File: src/rtl/keccak_xif_ctrl_if.sv
// Core-side XIF issue/commit/result channels plus the permutation start/done pair,
// bundled for the Keccak sequencing controller.
interface keccak_xif_ctrl_if #(
  parameter int ID_WIDTH = 4
);
  logic                issue_valid_i;
  logic                issue_ready_o;
  logic [31:0]         issue_instr_i;
  logic [ID_WIDTH-1:0] issue_id_i;
  logic                issue_accept_o;

  logic                commit_valid_i;
  logic [ID_WIDTH-1:0] commit_id_i;
  logic                commit_kill_i;

  logic                perm_start_o;
  logic                perm_done_i;

  logic                result_valid_o;
  logic                result_ready_i;
  logic [ID_WIDTH-1:0] result_id_o;

  logic                busy_o;

  modport slave (
    input  issue_valid_i, issue_instr_i, issue_id_i,
    input  commit_valid_i, commit_id_i, commit_kill_i,
    input  perm_done_i, result_ready_i,
    output issue_ready_o, issue_accept_o, perm_start_o,
    output result_valid_o, result_id_o, busy_o
  );

  modport master (
    output issue_valid_i, issue_instr_i, issue_id_i,
    output commit_valid_i, commit_id_i, commit_kill_i,
    output perm_done_i, result_ready_i,
    input  issue_ready_o, issue_accept_o, perm_start_o,
    input  result_valid_o, result_id_o, busy_o
  );
endinterface

File: src/rtl/keccak_xif_ctrl.sv
// Keccak XIF sequencer: decodes offloads, keeps accepted IDs in order, and runs one
// permutation per committed head entry, returning in-order results.
module keccak_xif_ctrl #(
  parameter int         ID_WIDTH      = 4,
  parameter int         DEPTH         = 4,
  parameter logic [6:0] KECCAK_OPCODE = 7'b0001011,
  parameter logic [2:0] KECCAK_FUNCT3 = 3'b000
) (
  input logic           clk_i,
  input logic           rst_i,
  keccak_xif_ctrl_if.slave xif
);

  localparam int PW = $clog2(DEPTH);
  localparam int CW = PW + 1;
  localparam logic [CW-1:0] DEPTH_C = CW'(DEPTH);

  typedef enum logic [1:0] {IDLE, START, RUN, RESP} state_e;

  state_e              state_q, state_d;
  logic [ID_WIDTH-1:0] id_q [DEPTH];
  logic [ID_WIDTH-1:0] id_d [DEPTH];
  logic [DEPTH-1:0]    vld_q, vld_d;
  logic [DEPTH-1:0]    cmt_q, cmt_d;
  logic [DEPTH-1:0]    kil_q, kil_d;
  logic [PW-1:0]       wr_ptr_q, wr_ptr_d;
  logic [PW-1:0]       rd_ptr_q, rd_ptr_d;
  logic [CW-1:0]       count_q, count_d;

  logic match, full, enq, pop;
  logic head_vld, head_cmt, head_kil;
  logic unused_instr_bits;

  assign unused_instr_bits = ^{xif.issue_instr_i[31:15], xif.issue_instr_i[11:7]};

  always_comb begin
    match = (xif.issue_instr_i[6:0] == KECCAK_OPCODE) &&
            (xif.issue_instr_i[14:12] == KECCAK_FUNCT3);
    full  = (count_q == DEPTH_C);
    enq   = xif.issue_valid_i && !full && match;

    head_vld = vld_q[rd_ptr_q];
    head_cmt = cmt_q[rd_ptr_q];
    head_kil = kil_q[rd_ptr_q];

    state_d = state_q;
    pop     = 1'b0;
    case (state_q)
      IDLE: begin
        if (head_vld && head_cmt) begin
          if (head_kil) pop = 1'b1;
          else          state_d = START;
        end
      end
      START: state_d = RUN;
      RUN: begin
        if (xif.perm_done_i) state_d = RESP;
      end
      RESP: begin
        if (xif.result_ready_i) begin
          pop     = 1'b1;
          state_d = IDLE;
        end
      end
      default: state_d = IDLE;
    endcase

    id_d     = id_q;
    vld_d    = vld_q;
    cmt_d    = cmt_q;
    kil_d    = kil_q;
    wr_ptr_d = wr_ptr_q;
    rd_ptr_d = rd_ptr_q;

    if (pop) begin
      vld_d[rd_ptr_q] = 1'b0;
      cmt_d[rd_ptr_q] = 1'b0;
      kil_d[rd_ptr_q] = 1'b0;
      rd_ptr_d        = rd_ptr_q + 1'b1;
    end
    if (enq) begin
      id_d[wr_ptr_q]  = xif.issue_id_i;
      vld_d[wr_ptr_q] = 1'b1;
      cmt_d[wr_ptr_q] = 1'b0;
      kil_d[wr_ptr_q] = 1'b0;
      wr_ptr_d        = wr_ptr_q + 1'b1;
    end

    // Applied after enqueue so a same-cycle commit reaches the new entry too.
    if (xif.commit_valid_i) begin
      for (int i = 0; i < DEPTH; i++) begin
        if (vld_d[i] && !cmt_d[i] && (id_d[i] == xif.commit_id_i)) begin
          cmt_d[i] = 1'b1;
          kil_d[i] = xif.commit_kill_i;
        end
      end
    end

    case ({enq, pop})
      2'b10:   count_d = count_q + 1'b1;
      2'b01:   count_d = count_q - 1'b1;
      default: count_d = count_q;
    endcase
  end

  always_comb begin
    xif.issue_ready_o  = !full;
    xif.issue_accept_o = match;
    xif.perm_start_o   = (state_q == START);
    xif.result_valid_o = (state_q == RESP);
    xif.result_id_o    = (state_q == RESP) ? id_q[rd_ptr_q] : '0;
    xif.busy_o         = (count_q != '0) || (state_q != IDLE);
  end

  always_ff @(posedge clk_i or posedge rst_i) begin
    if (rst_i) begin
      state_q  <= IDLE;
      vld_q    <= '0;
      cmt_q    <= '0;
      kil_q    <= '0;
      wr_ptr_q <= '0;
      rd_ptr_q <= '0;
      count_q  <= '0;
      for (int i = 0; i < DEPTH; i++) id_q[i] <= '0;
    end else begin
      state_q  <= state_d;
      vld_q    <= vld_d;
      cmt_q    <= cmt_d;
      kil_q    <= kil_d;
      wr_ptr_q <= wr_ptr_d;
      rd_ptr_q <= rd_ptr_d;
      count_q  <= count_d;
      for (int i = 0; i < DEPTH; i++) id_q[i] <= id_d[i];
    end
  end

endmodule

File: src/flat_wrapper.sv
// flat-port wrapper written by rule: the top's interface ports become plain ports
module keccak_xif_ctrl_flat 
#(
  parameter int         ID_WIDTH      = 4,
  parameter int         DEPTH         = 4,
  parameter logic [6:0] KECCAK_OPCODE = 7'b0001011,
  parameter logic [2:0] KECCAK_FUNCT3 = 3'b000
)
  (clk_i, rst_i, xif_issue_valid_i, xif_issue_instr_i, xif_issue_id_i, xif_commit_valid_i, xif_commit_id_i, xif_commit_kill_i, xif_perm_done_i, xif_result_ready_i, xif_issue_ready_o, xif_issue_accept_o, xif_perm_start_o, xif_result_valid_o, xif_result_id_o, xif_busy_o);
  keccak_xif_ctrl_if #(.ID_WIDTH(ID_WIDTH)) xif_i ();
  input logic clk_i;
  input logic rst_i;
  input wire logic [$bits(xif_i.issue_valid_i)-1:0] xif_issue_valid_i;
  input wire logic [$bits(xif_i.issue_instr_i)-1:0] xif_issue_instr_i;
  input wire logic [$bits(xif_i.issue_id_i)-1:0] xif_issue_id_i;
  input wire logic [$bits(xif_i.commit_valid_i)-1:0] xif_commit_valid_i;
  input wire logic [$bits(xif_i.commit_id_i)-1:0] xif_commit_id_i;
  input wire logic [$bits(xif_i.commit_kill_i)-1:0] xif_commit_kill_i;
  input wire logic [$bits(xif_i.perm_done_i)-1:0] xif_perm_done_i;
  input wire logic [$bits(xif_i.result_ready_i)-1:0] xif_result_ready_i;
  output wire logic [$bits(xif_i.issue_ready_o)-1:0] xif_issue_ready_o;
  output wire logic [$bits(xif_i.issue_accept_o)-1:0] xif_issue_accept_o;
  output wire logic [$bits(xif_i.perm_start_o)-1:0] xif_perm_start_o;
  output wire logic [$bits(xif_i.result_valid_o)-1:0] xif_result_valid_o;
  output wire logic [$bits(xif_i.result_id_o)-1:0] xif_result_id_o;
  output wire logic [$bits(xif_i.busy_o)-1:0] xif_busy_o;
  assign xif_i.issue_valid_i = xif_issue_valid_i;
  assign xif_i.issue_instr_i = xif_issue_instr_i;
  assign xif_i.issue_id_i = xif_issue_id_i;
  assign xif_i.commit_valid_i = xif_commit_valid_i;
  assign xif_i.commit_id_i = xif_commit_id_i;
  assign xif_i.commit_kill_i = xif_commit_kill_i;
  assign xif_i.perm_done_i = xif_perm_done_i;
  assign xif_i.result_ready_i = xif_result_ready_i;
  assign xif_issue_ready_o = xif_i.issue_ready_o;
  assign xif_issue_accept_o = xif_i.issue_accept_o;
  assign xif_perm_start_o = xif_i.perm_start_o;
  assign xif_result_valid_o = xif_i.result_valid_o;
  assign xif_result_id_o = xif_i.result_id_o;
  assign xif_busy_o = xif_i.busy_o;
  keccak_xif_ctrl #(.ID_WIDTH(ID_WIDTH), .DEPTH(DEPTH), .KECCAK_OPCODE(KECCAK_OPCODE), .KECCAK_FUNCT3(KECCAK_FUNCT3)) u_core (.clk_i(clk_i), .rst_i(rst_i), .xif(xif_i));
endmodule
File: config.mk
export PLATFORM = sky130hd
export DESIGN_NAME = keccak_xif_ctrl_flat
export DESIGN_NICKNAME = d
export VERILOG_FILES = /design/src/rtl/keccak_xif_ctrl_if.sv /design/src/rtl/keccak_xif_ctrl.sv /design/src/flat_wrapper.sv
export SDC_FILE = /design/constraint.sdc
export NUM_CORES = 1
export LEC_CHECK = 0
export CORE_MARGIN = 5
export CORE_UTILIZATION = 48
export DETAILED_ROUTE_END_ITERATION = 10
export PLACE_DENSITY_LB_ADDON = 0.12
export SYNTH_ARGS = -nofsm -noshare
export SYNTH_HDL_FRONTEND = slang
export SYNTH_SLANG_ARGS = --single-unit
File: constraint.sdc
create_clock -name clk_i -period 8.4 [get_ports clk_i]
set_input_delay 1.26 -clock clk_i [delete_from_list [all_inputs] [get_ports clk_i]]
set_output_delay 1.26 -clock clk_i [all_outputs]
set_load 0.05 [all_outputs]
==> run metrics <==
highest ir drop seen on vdd roughly 98 uV; first-pass GRT wire length 8500 um; share of the core filled with cells 60.16%; launching point of the worst reg2reg path u_core.rd_ptr_q[1]$_DFFE_PP0N_; max cap viols 0; post-detailed-placement half-perimeter wirelength 3824 um; Synthesis Warnings 0; setup repair after global routing missed its margin false; maximum fanout along the worst path 2; leakage component of the power roughly 1.3 nW; number of nets in the synthesized netlist 272; via count 1643; Tightest Pin Transition 0.4976 ns; post-synthesis instance total 210; dominant cell type by area after synthesis dfrtp_1; main area contributors after synthesis dfrtp_1 (40%), ha_1 (7.5%), mux2_2 (7.2%); most common cell after layout, fill and taps aside dfrtp_1; Setup WS post-layout 3.684 ns; Worst Hold Slack 0.4854 ns; mean post-synth cell area 11.12 sq um; CTS tree yes; Clock Pin Slew Worst Setup and Hold Paths ~0.06 ns; Critical R2R Capture u_core.count_q[2]$_DFFE_PP0P_; kind of critical path input pin to primary output; critical path launch point type input pin; power density of the placed cells 205.0 mW/mm^2; number of buffers added on ports 33; Antenna Cells 0; floorplan die area 0.006362 sq mm; end point of the most critical hold path u_core.count_q[2]$_DFFE_PP0P_; share of synthesized area occupied by flip-flops and latches between 30% and 40%; ratio of cells with drive above 1 in the final layout 17.48%; initial antenna violation count 0; # clock sinks 37; number of buffers between clock root and the deepest sink 2; latest clock arrival within the worst-skew pair 0.29 ns; critical hold path startpoint u_core.count_q[2]$_DFFE_PP0P_; Placement Setup Slack 3.661 ns; DRC violation total after the first TritonRoute iteration 60; final net count 307; ports placed on the boundary 56; Min-Delay Path Class register to register; number of pins with negative max-slew slack in the final report 0; post-synthesis async set-or-reset flop share between 90% and 100%; depth of the worst register-to-register path 10; area of the core region 0.004723 sq mm; Crit path required time about 7 ns; standard-cell rows 25; final weighted congestion of routability-driven global placement a little over 0.8; Post-synth EDFFs 0; run status finished clean; Post-CTS Hold Buffers 0; library cell used as clock root buffer clkbuf_8; area added between synthesis and finish 21.64%; chip width 79.76 um; total DRC errors in the routed layout 0; Final Hold Vio Count 0; post-CTS setup repair buffer count 0; Resized Gates After CTS 0; largest net degree at the start of global routing 38; start point of the critical path xif_issue_instr_i[5]; total iterations of the first detailed-routing run 4; final worst path period share 56.14%; Vias per Instance about 5.2; achievable clock frequency 212.0 MHz; element type at the critical path end primary output; headroom to the max-slew limit 66.72%; post-detailed-route wirelength per cell between 15 and 20 um; Remaining Overflow, GRT 0; Initial Util 49.46%; Max Clock Skew 0.01323 ns; fraction of synthesized cell area taken by the top area cell type between 30 and 40%; highest-count cells in the layout ignoring fill and taps dfrtp_1 (37), clkdlybuf4s50_1 (33), inv_1 (20), nand2_1 (20), xnor2_1 (17); depth of the worst hold-timing path 1; cell area after synthesis 0.002336 sq mm; clock buffer count from CTS 5; worst setup slack for register-to-register paths 5.42 ns; number of routed nets with antenna violations 0; post-synth cell types 44; Die Span Y 79.76 um; flip-flop and latch count after synthesis 37; endpoints failing setup 0; Setup Total Neg Slack 0 ns; via count of the first global-routing pass ~1700; most instantiated flip-flop cell in the synthesis netlist dfrtp_1; time the worst path needs with I/O delays and setup between 4 and 5 ns; number of H-tree levels 2; aggregate global-route resource usage around 18%; final wirelength between 4000 and 5000 um; signal arrival time at the worst endpoint 3.46 ns
where the power goes:
part           internal [mW]  switching (mW)
sequential             0.197          0.0291
clock                 0.0968          0.0633
combinational         0.0877           0.109
how the worst max path moves through the flow:
stage / end / cells past startpoint
finish: xif_issue_accept_o / 4
detailed placement: xif_issue_accept_o / 4
CTS: xif_issue_accept_o / 4
global placement: xif_issue_accept_o / 4
floorplan: xif_issue_accept_o / 2
global route: xif_issue_accept_o / 4
final cells by class:
cell class                      instances  area, sq um
Inverter                               20        75.07
Clock inverter                          1        30.03
Clock buffer                            7        86.33
Tap cell                               67        83.83
Timing Repair Buffer                   34        337.8
Sequential cell                        37        925.9
Multi-Input combinational cell        147         1303
Fill cell                             396         1882
per-stage QoR:
stage          instances  cell area, sq um  power (mW)
4_1_cts              313              2841      0.5884
5_1_grt              313              2841      0.6203
3_5_place_dp         305              2725      0.4263
6_report             313              2841      0.5825
3_3_place_gp         305              2725      0.4228
2_1_floorplan        210              2336      0.3688
metal layers:
layer / routed length [um] / up-vias / GRT usage, %
li1: - / 813 / -
met1: 2294 / 797 / 23.92
met2: 2360 / 26 / 28.46
met3: 227 / 7 / 3.612
met4: 65 / 0 / 5.743
met5: 0 / - / 0
cell usage after synthesis, drive strengths merged (4+ instances only):
master	number
mux4	6
nor4	7
inv	20
and2	4
nand3	11
nand2	20
o21ai	4
mux2	15
nand3b	6
dfrtp	37
a21boi	4
nand4	4
nor4bb	4
ha	14
xnor2	17
worst max-delay path, stage by stage:
cell and delay [ns]:
clkdlybuf4s50_1 0.46, or4_1 0.60, nor4_1 0.26, clkdlybuf4s50_1 0.87
registers in the layout (all words and copies together), names as in the netlist:
name and flops:
u_core.id_q 16, u_core.cmt_q 4, u_core.kil_q 4, u_core.vld_q 4
u_core.count_q 3, u_core.rd_ptr_q 2, u_core.state_q 2, u_core.wr_ptr_q 2
cell families (layout without fill, tap and decap cells):
group / after synthesis / count (layout) / share of synthesized area [%]
AO/OA/AOI/OAI: 18 / 18 / 6.749
flip-flops: 37 / 37 / 39.64
AND/OR/NAND/NOR: 71 / 71 / 19.23
multiplexers: 24 / 24 / 14.30
XOR/XNOR: 19 / 19 / 7.124
buffers and inverters: 26 / 62 / 4.606
adder cells (fa/ha/maj): 15 / 15 / 8.356
(Power assumes the default switching activity.)
